==> config.mk <==
export PLATFORM = sky130hd
export DESIGN_NAME = link_monitor
export DESIGN_NICKNAME = d
export VERILOG_FILES = /design/src/rtl/link_monitor_pkg.sv /design/src/rtl/link_monitor_sync_fifo.sv /design/src/rtl/link_monitor.sv
export SDC_FILE = /design/constraint.sdc
export NUM_CORES = 1
export LEC_CHECK = 0
export BUFFER_PORTS_ARGS = -buffer_cell sky130_fd_sc_hd__buf_2
export CAP_MARGIN = 20
export CORE_ASPECT_RATIO = 1.4
export CORE_MARGIN = 8
export CORE_UTILIZATION = 38
export CTS_CLUSTER_SIZE = 30
export DETAILED_ROUTE_END_ITERATION = 7
export PLACE_DENSITY = 0.5
export SLEW_MARGIN = 20
export SYNTH_ARGS = -nofsm -noshare
export SYNTH_HDL_FRONTEND = slang
export SYNTH_HIERARCHICAL = 1
export SYNTH_SLANG_ARGS = --single-unit
==> constraint.sdc <==
create_clock -name Clock -period 5 [get_ports Clock]
set_input_delay 0.25 -clock Clock [delete_from_list [all_inputs] [get_ports Clock]]
set_output_delay 0.25 -clock Clock [all_outputs]
set_load 0.02 [all_outputs]
==> src/rtl/link_monitor_pkg.sv <==
// Shared types and helpers for the loopback link monitor.
// Latency: n/a (package of types and pure functions).
// Backpressure: n/a.
package link_monitor_pkg;

  // Widest lane count that the popcount helper handles.
  localparam int MAX_LANES = 256;

  typedef enum logic [1:0] {
    ST_IDLE  = 2'd0,
    ST_ARMED = 2'd1,
    ST_TRACK = 2'd2,
    ST_FAULT = 2'd3
  } state_t;

  // Number of set bits. Callers zero-extend narrower words to MAX_LANES.
  function automatic int unsigned popcount(input logic [MAX_LANES-1:0] v);
    int unsigned n;
    n = 0;
    for (int i = 0; i < MAX_LANES; i++) begin
      n = n + {31'd0, v[i]};
    end
    return n;
  endfunction

  // a + b clamped to the all-ones value of a w-bit counter.
  function automatic logic [63:0] sat_add(input logic [63:0] a, input logic [63:0] b, input int w);
    logic [64:0] sum;
    logic [64:0] mx;
    sum = {1'b0, a} + {1'b0, b};
    if (w >= 64) mx = {1'b0, {64{1'b1}}};
    else         mx = (65'd1 << w) - 65'd1;
    return (sum > mx) ? mx[63:0] : sum[63:0];
  endfunction

endpackage

==> src/rtl/link_monitor_sync_fifo.sv <==
// Synchronous first-word-fall-through FIFO holding transmitted words for alignment.
// Latency: a pushed word is visible on rdata the cycle after the push edge.
// Backpressure: none; push when full without pop is dropped, pop when empty is ignored (no bypass).
// Ports: Clock, Reset (sync, active high, empties), push/wdata, pop/rdata, full, empty.
module sync_fifo #(
  parameter int WIDTH = 1,
  parameter int DEPTH = 256
) (
  input  logic             Clock,
  input  logic             Reset,
  input  logic             push,
  input  logic             pop,
  input  logic [WIDTH-1:0] wdata,
  output logic [WIDTH-1:0] rdata,
  output logic             full,
  output logic             empty
);

  localparam int AW = $clog2(DEPTH);

  logic [WIDTH-1:0] mem [DEPTH];
  logic [AW:0]      wptr;
  logic [AW:0]      rptr;
  logic             do_pop;
  logic             do_push;

  assign empty = (wptr == rptr);
  assign full  = (wptr[AW] != rptr[AW]) && (wptr[AW-1:0] == rptr[AW-1:0]);
  assign rdata = mem[rptr[AW-1:0]];

  // A pop frees the slot in the same cycle, so a full FIFO may accept a push alongside it.
  assign do_pop  = pop && !empty;
  assign do_push = push && (!full || do_pop);

  always_ff @(posedge Clock) begin
    if (Reset) begin
      wptr <= '0;
      rptr <= '0;
    end else begin
      if (do_push) wptr <= wptr + 1'b1;
      if (do_pop)  rptr <= rptr + 1'b1;
    end
  end

  always_ff @(posedge Clock) begin
    if (do_push && !Reset) mem[wptr[AW-1:0]] <= wdata;
  end

endmodule

==> src/rtl/link_monitor.sv <==
// Loopback link monitor: forwards channel with optional bit-error injection, aligns TX vs RX payload, counts errors.
// Latency: ChanOut combinational; ErrorCount/BitCount/Mismatch/Latency update one cycle after the RxValid cycle.
// Backpressure: none; FIFO overflow or underflow moves the monitor to FAULT until Start or Reset.
// Ports: Clock, Reset, Start; TxData/TxValid in; ChanIn -> ChanOut; InjectPeriod; RxData/RxValid in;
//        Locked, Fault, Mismatch, ErrorCount, BitCount, Latency out.
module link_monitor
  import link_monitor_pkg::*;
#(
  parameter int LANES   = 1,
  parameter int DEPTH   = 256,
  parameter int COUNT_W = 32,
  parameter int LAT_W   = 16,
  parameter int PER_W   = 16
) (
  input  logic               Clock,
  input  logic               Reset,
  input  logic               Start,
  input  logic [LANES-1:0]   TxData,
  input  logic               TxValid,
  input  logic [LANES-1:0]   ChanIn,
  output logic [LANES-1:0]   ChanOut,
  input  logic [PER_W-1:0]   InjectPeriod,
  input  logic [LANES-1:0]   RxData,
  input  logic               RxValid,
  output logic               Locked,
  output logic               Fault,
  output logic               Mismatch,
  output logic [COUNT_W-1:0] ErrorCount,
  output logic [COUNT_W-1:0] BitCount,
  output logic [LAT_W-1:0]   Latency
);

  state_t           state;
  state_t           state_nxt;
  logic             active;
  logic             push_req;
  logic             pop_req;
  logic             fifo_clr;
  logic             fifo_full;
  logic             fifo_empty;
  logic [LANES-1:0] fifo_head;
  logic             overflow;
  logic             underflow;
  logic             compare;
  logic [31:0]      bit_err;
  logic             lat_run;
  logic [LAT_W-1:0] lat_cnt;
  logic [PER_W-1:0] inj_cnt;
  logic             inj_hit;

  assign active   = (state == ST_ARMED) || (state == ST_TRACK);
  // Traffic in the Start cycle belongs to the previous run and is discarded.
  assign push_req = active && !Start && TxValid;
  assign pop_req  = active && !Start && RxValid;
  assign fifo_clr = Reset || Start;

  assign overflow  = push_req && fifo_full && !pop_req;
  assign underflow = pop_req && fifo_empty;
  assign compare   = pop_req && !fifo_empty;
  assign bit_err   = popcount(MAX_LANES'(fifo_head ^ RxData));

  sync_fifo #(
    .WIDTH(LANES),
    .DEPTH(DEPTH)
  ) u_fifo (
    .Clock (Clock),
    .Reset (fifo_clr),
    .push  (push_req),
    .pop   (pop_req),
    .wdata (TxData),
    .rdata (fifo_head),
    .full  (fifo_full),
    .empty (fifo_empty)
  );

  // State register.
  always_ff @(posedge Clock) begin
    if (Reset) state <= ST_IDLE;
    else       state <= state_nxt;
  end

  // Next-state logic. In ARMED, RxValid before any push shows up as an underflow.
  always_comb begin
    state_nxt = state;
    if (Start) begin
      state_nxt = ST_ARMED;
    end else begin
      case (state)
        ST_IDLE:  state_nxt = ST_IDLE;
        ST_ARMED: begin
          if (overflow || underflow) state_nxt = ST_FAULT;
          else if (compare)          state_nxt = ST_TRACK;
        end
        ST_TRACK: begin
          if (overflow || underflow) state_nxt = ST_FAULT;
        end
        default:  state_nxt = ST_FAULT;
      endcase
    end
  end

  // Outputs decoded from state. Injection is suppressed while Reset is asserted.
  always_comb begin
    Locked  = (state == ST_TRACK);
    Fault   = (state == ST_FAULT);
    inj_hit = !Reset && active && (InjectPeriod != '0) &&
              (inj_cnt == InjectPeriod - PER_W'(1));
    ChanOut = ChanIn ^ LANES'(inj_hit);
  end

  // Statistics, latency and injection counters.
  always_ff @(posedge Clock) begin
    if (Reset || Start) begin
      Mismatch   <= 1'b0;
      ErrorCount <= '0;
      BitCount   <= '0;
      Latency    <= '0;
      lat_run    <= 1'b0;
      lat_cnt    <= '0;
      inj_cnt    <= '0;
    end else begin
      Mismatch <= 1'b0;

      // Comparing with >= lets a shrunken period wrap immediately.
      if (active && InjectPeriod != '0) begin
        if (inj_cnt >= InjectPeriod - PER_W'(1)) inj_cnt <= '0;
        else                                     inj_cnt <= inj_cnt + PER_W'(1);
      end else if (state == ST_IDLE || InjectPeriod == '0) begin
        inj_cnt <= '0;
      end

      // The counter reads 0 in the first push cycle, so it holds 1 one cycle later.
      if (state == ST_ARMED) begin
        if (!lat_run && push_req) begin
          lat_run <= 1'b1;
          lat_cnt <= LAT_W'(1);
        end else if (lat_run && lat_cnt != '1) begin
          lat_cnt <= lat_cnt + LAT_W'(1);
        end
        if (compare) Latency <= lat_cnt;
      end

      if (compare) begin
        ErrorCount <= COUNT_W'(sat_add(64'(ErrorCount), 64'(bit_err), COUNT_W));
        BitCount   <= COUNT_W'(sat_add(64'(BitCount), 64'(LANES), COUNT_W));
        Mismatch   <= (bit_err != 32'd0);
      end
    end
  end

endmodule

==> impl_metrics.json <==
{
  "initial_core_util_pct": 38.2,
  "worst_slew_pin_slew_ns": 1.06,
  "dieHeight_um": 281,
  "grt_use_total_pct": 16.9,
  "cts_root_buf": "clkbuf_16",
  "p_per_area_nw_per_um2": 319,
  "syn-num-nets": 1762,
  "finalInstanceArea_um2": 21400,
  "period_minus_slack_ns": 4.56,
  "drv_slew": 0,
  "critical_path_class": "flop to flop",
  "synth_cell_types": 85,
  "post-route-util_pct": 42.9,
  "worstPathArrival_ns": 5.01,
  "r2r_end": "ErrorCount[27]$_SDFFE_PP0P_",
  "final-hold-violation-count": 0,
  "clockBufferDepth": 3,
  "min_path_type": "input port to flop",
  "dp_slack_ns": 0.435,
  "wl_um": 50000,
  "cts_tree": "done",
  "drv_cap": 0,
  "r2r_cells": 16,
  "route.detailed.drc": 0,
  "ctsResizeCount": 0,
  "synth.cell_area_um2": 19000,
  "seq_area_um2": 10500,
  "via_count": 13519,
  "grt_max_degree": 136,
  "dp.cells": 2382,
  "grt_pass1_vias": 13393,
  "setup_ws_ns": 0.440,
  "ant_nets": 0,
  "portBuffers": 107,
  "synthCells": 1705,
  "synth_ff_type": "edfxtp_1",
  "grt_pass1_wl_um": 76900,
  "fillers": 4753,
  "hold_ws_ns": 0.0454,
  "clkSinkCount": 398,
  "leakagePower_nw": 7.00,
  "io_pins": 108,
  "ys_warn_count": 6,
  "p_total_mw": 6.81,
  "synth_area_per_cell_um2": 11.2,
  "nNetsFinal": 1843,
  "die_x_um": 205,
  "area_growth_pct": 12.3,
  "dr.pass1.iters": 5,
  "rsz0062_at_grt": "no",
  "max_clock_freq_mhz": 219,
  "dp_hpwl_um": 32700,
  "multi_input_area_um2": 7780,
  "synth.ff_latch_count": 398,
  "clock_skew_ns": 0.0217,
  "cts_buffers": 42,
  "clk_pin_slew_worst_paths_ns": 0.06,
  "rows": 97,
  "insertion_delay_ns": 0.56,
  "cp_max_fo": 25,
  "endpoint": "ErrorCount[27]$_SDFFE_PP0P_",
  "cp-start-kind": "flop",
  "setup_tns_ns": 0,
  "wl_per_cell_um": 20.3,
  "h-tree-depth": 2,
  "outcome": "completed",
  "async_flop_share_pct": 0,
  "maxSlewHeadroom_pct": 29.2,
  "n_antenna_cell": 0,
  "post_dp_cell_area_um2": 19900,
  "grt_overflow": 0,
  "place.gp.congestion": 0.806,
  "endpoint_kind": "flop",
  "worstPathRequired_ns": 5.45,
  "ys_seq_area_share_pct": 55.4,
  "synth_edf_count": 256,
  "first_iter_violations": 748,
  "antenna_found_initial": 0,
  "final_cells": 2463,
  "ir_worst_vdd_mv": 0.241,
  "r2r_setup_slack_ns": 0.44,
  "core_area_um2": 49800,
  "setup-violations-final": 0,
  "die-area_um2": 57600,
  "drive_above_1_share_pct": 16.6,
  "post-route-period-util_pct": 91.2,
  "vias_per_cell": 5.49
}
-- cells in the mapped netlist, drive strengths merged, types with 14 or more instances --
master	number	area (µm²)
and4	14	123
edfxtp	256	7690
nor2	364	1390
a21oi	65	329
dfxtp	142	2840
clkbuf	49	188
ha	33	413
nand4	24	184
o22ai	27	169
buf	51	462
and2	14	90.1
and3	30	195
xnor2	41	374
nand2	114	500
nor3	43	236
o21ai	51	255
a31oi	32	200
mux4	42	965
xor2	23	201
mux2i	56	561
nor4	16	130
inv	20	75.1
nand3	75	398
-- where the power goes --
| group | leakage, nW | internal, mW | switching, mW |
|---|---|---|---|
| combinational | 2.88 | 0.0515 | 0.130 |
| sequential | 3.45 | 3.49 | 0.00435 |
| clock | 0.678 | 1.81 | 1.32 |
| total | 7.00 | 5.36 | 1.46 |
-- state kept, by name, summed over array words and instances (netlist names), named ones only --
name         cells
BitCount        32
ErrorCount      32
Latency         16
Mismatch         1
inj_cnt         16
lat_cnt         16
lat_run          1
state            2
u_fifo/mem     256
u_fifo/rptr      9
u_fifo/wptr      9
-- layout by cell type (no fill, tap or decap), types with 7 or more instances in the layout --
cell       count
o21ai_0       51
and4_1        14
or3_1          8
mux2i_1       56
clkbuf_1      10
nor4_1        14
nor2b_1        7
o22ai_1       27
edfxtp_1     256
nand4_1       20
clkbuf_16     43
a211oi_1      11
inv_1         19
mux4_2        37
and2_1        13
xor2_1        23
nand2_1      101
dfxtp_1      140
a311oi_1       8
ha_1          33
nand2_4        8
nor3_1        40
a22oi_1        9
buf_2        106
nand3_1       70
and3_1        27
nor2_1       358
clkinv_2       8
buf_4         26
a21oi_1       64
xnor2_1       39
a31oi_1       32
a22o_1         7
-- area by class of cell --
| type | count | share of cell area (%) |
|---|---|---|
| clock inverters | 20 | 0.949 |
| flip-flops and latches | 398 | 49.3 |
| inverters | 20 | 0.352 |
| well taps | 643 | 3.77 |
| multi-input cells | 1187 | 36.4 |
| clock buffers | 58 | 5.50 |
| repair buffers | 137 | 3.65 |
-- worst max-delay path, cell delays in order (launching register included) --
cell and delay (ns):
dfxtp_4 0.65, mux4_1 0.62, mux4_2 0.48, mux2i_1 0.16, o22ai_1 0.14, a21oi_1 0.33, a22oi_1 0.19, xor2_1 0.21
ha_1 0.22, nand2_1 0.11, nor2_1 0.19, nand4_1 0.22, nor4_1 0.30, buf_4 0.19, and3_1 0.17, nor2_1 0.04
a311oi_1 0.23
-- metal layers --
metal	GRT usage, %	share of wire (%)	up-vias
li1	-	-	6422
met1	20.1	41	6694
met2	30.4	51	303
met3	2.43	4.9	100
met4	6.65	3.6	0
met5	0	0	-
-- worst min path at each step --
| stage | from | endpoint | slack, ns | cells past startpoint |
|---|---|---|---|---|
| floorplan | Reset | state[0]$_SDFFE_PP0P_ | 0.32 | 1 |
| global placement | Latency[10]$_SDFFE_PP0P_ | Latency[10]$_SDFFE_PP0P_ | 0.44 | 2 |
| detailed placement | Latency[10]$_SDFFE_PP0P_ | Latency[10]$_SDFFE_PP0P_ | 0.44 | 2 |
| CTS | RxData | Mismatch$_SDFF_PP0_ | 0.02 | 3 |
| global route | RxData | Mismatch$_SDFF_PP0_ | 0.05 | 3 |
| finish | RxData | Mismatch$_SDFF_PP0_ | 0.05 | 3 |
-- timing repair --
action	4_1_cts	5_1_grt
buffers inserted	0	0
endpoints found under the hold margin	1	0
hold buffers	2	0
-- kinds of logic (layout without fill, tap and decap cells) --
logic type,after synthesis,after routing,synth area share (%)
xor+xnor,64,64,3.03
flops,398,398,55.4
buf+inv,120,235,3.81
mux,99,99,8.08
fa+ha+maj,33,33,2.17
compound gates,249,249,8.53
simple gates,742,742,19.0
Note: power is estimated with default switching activity, not from simulation.
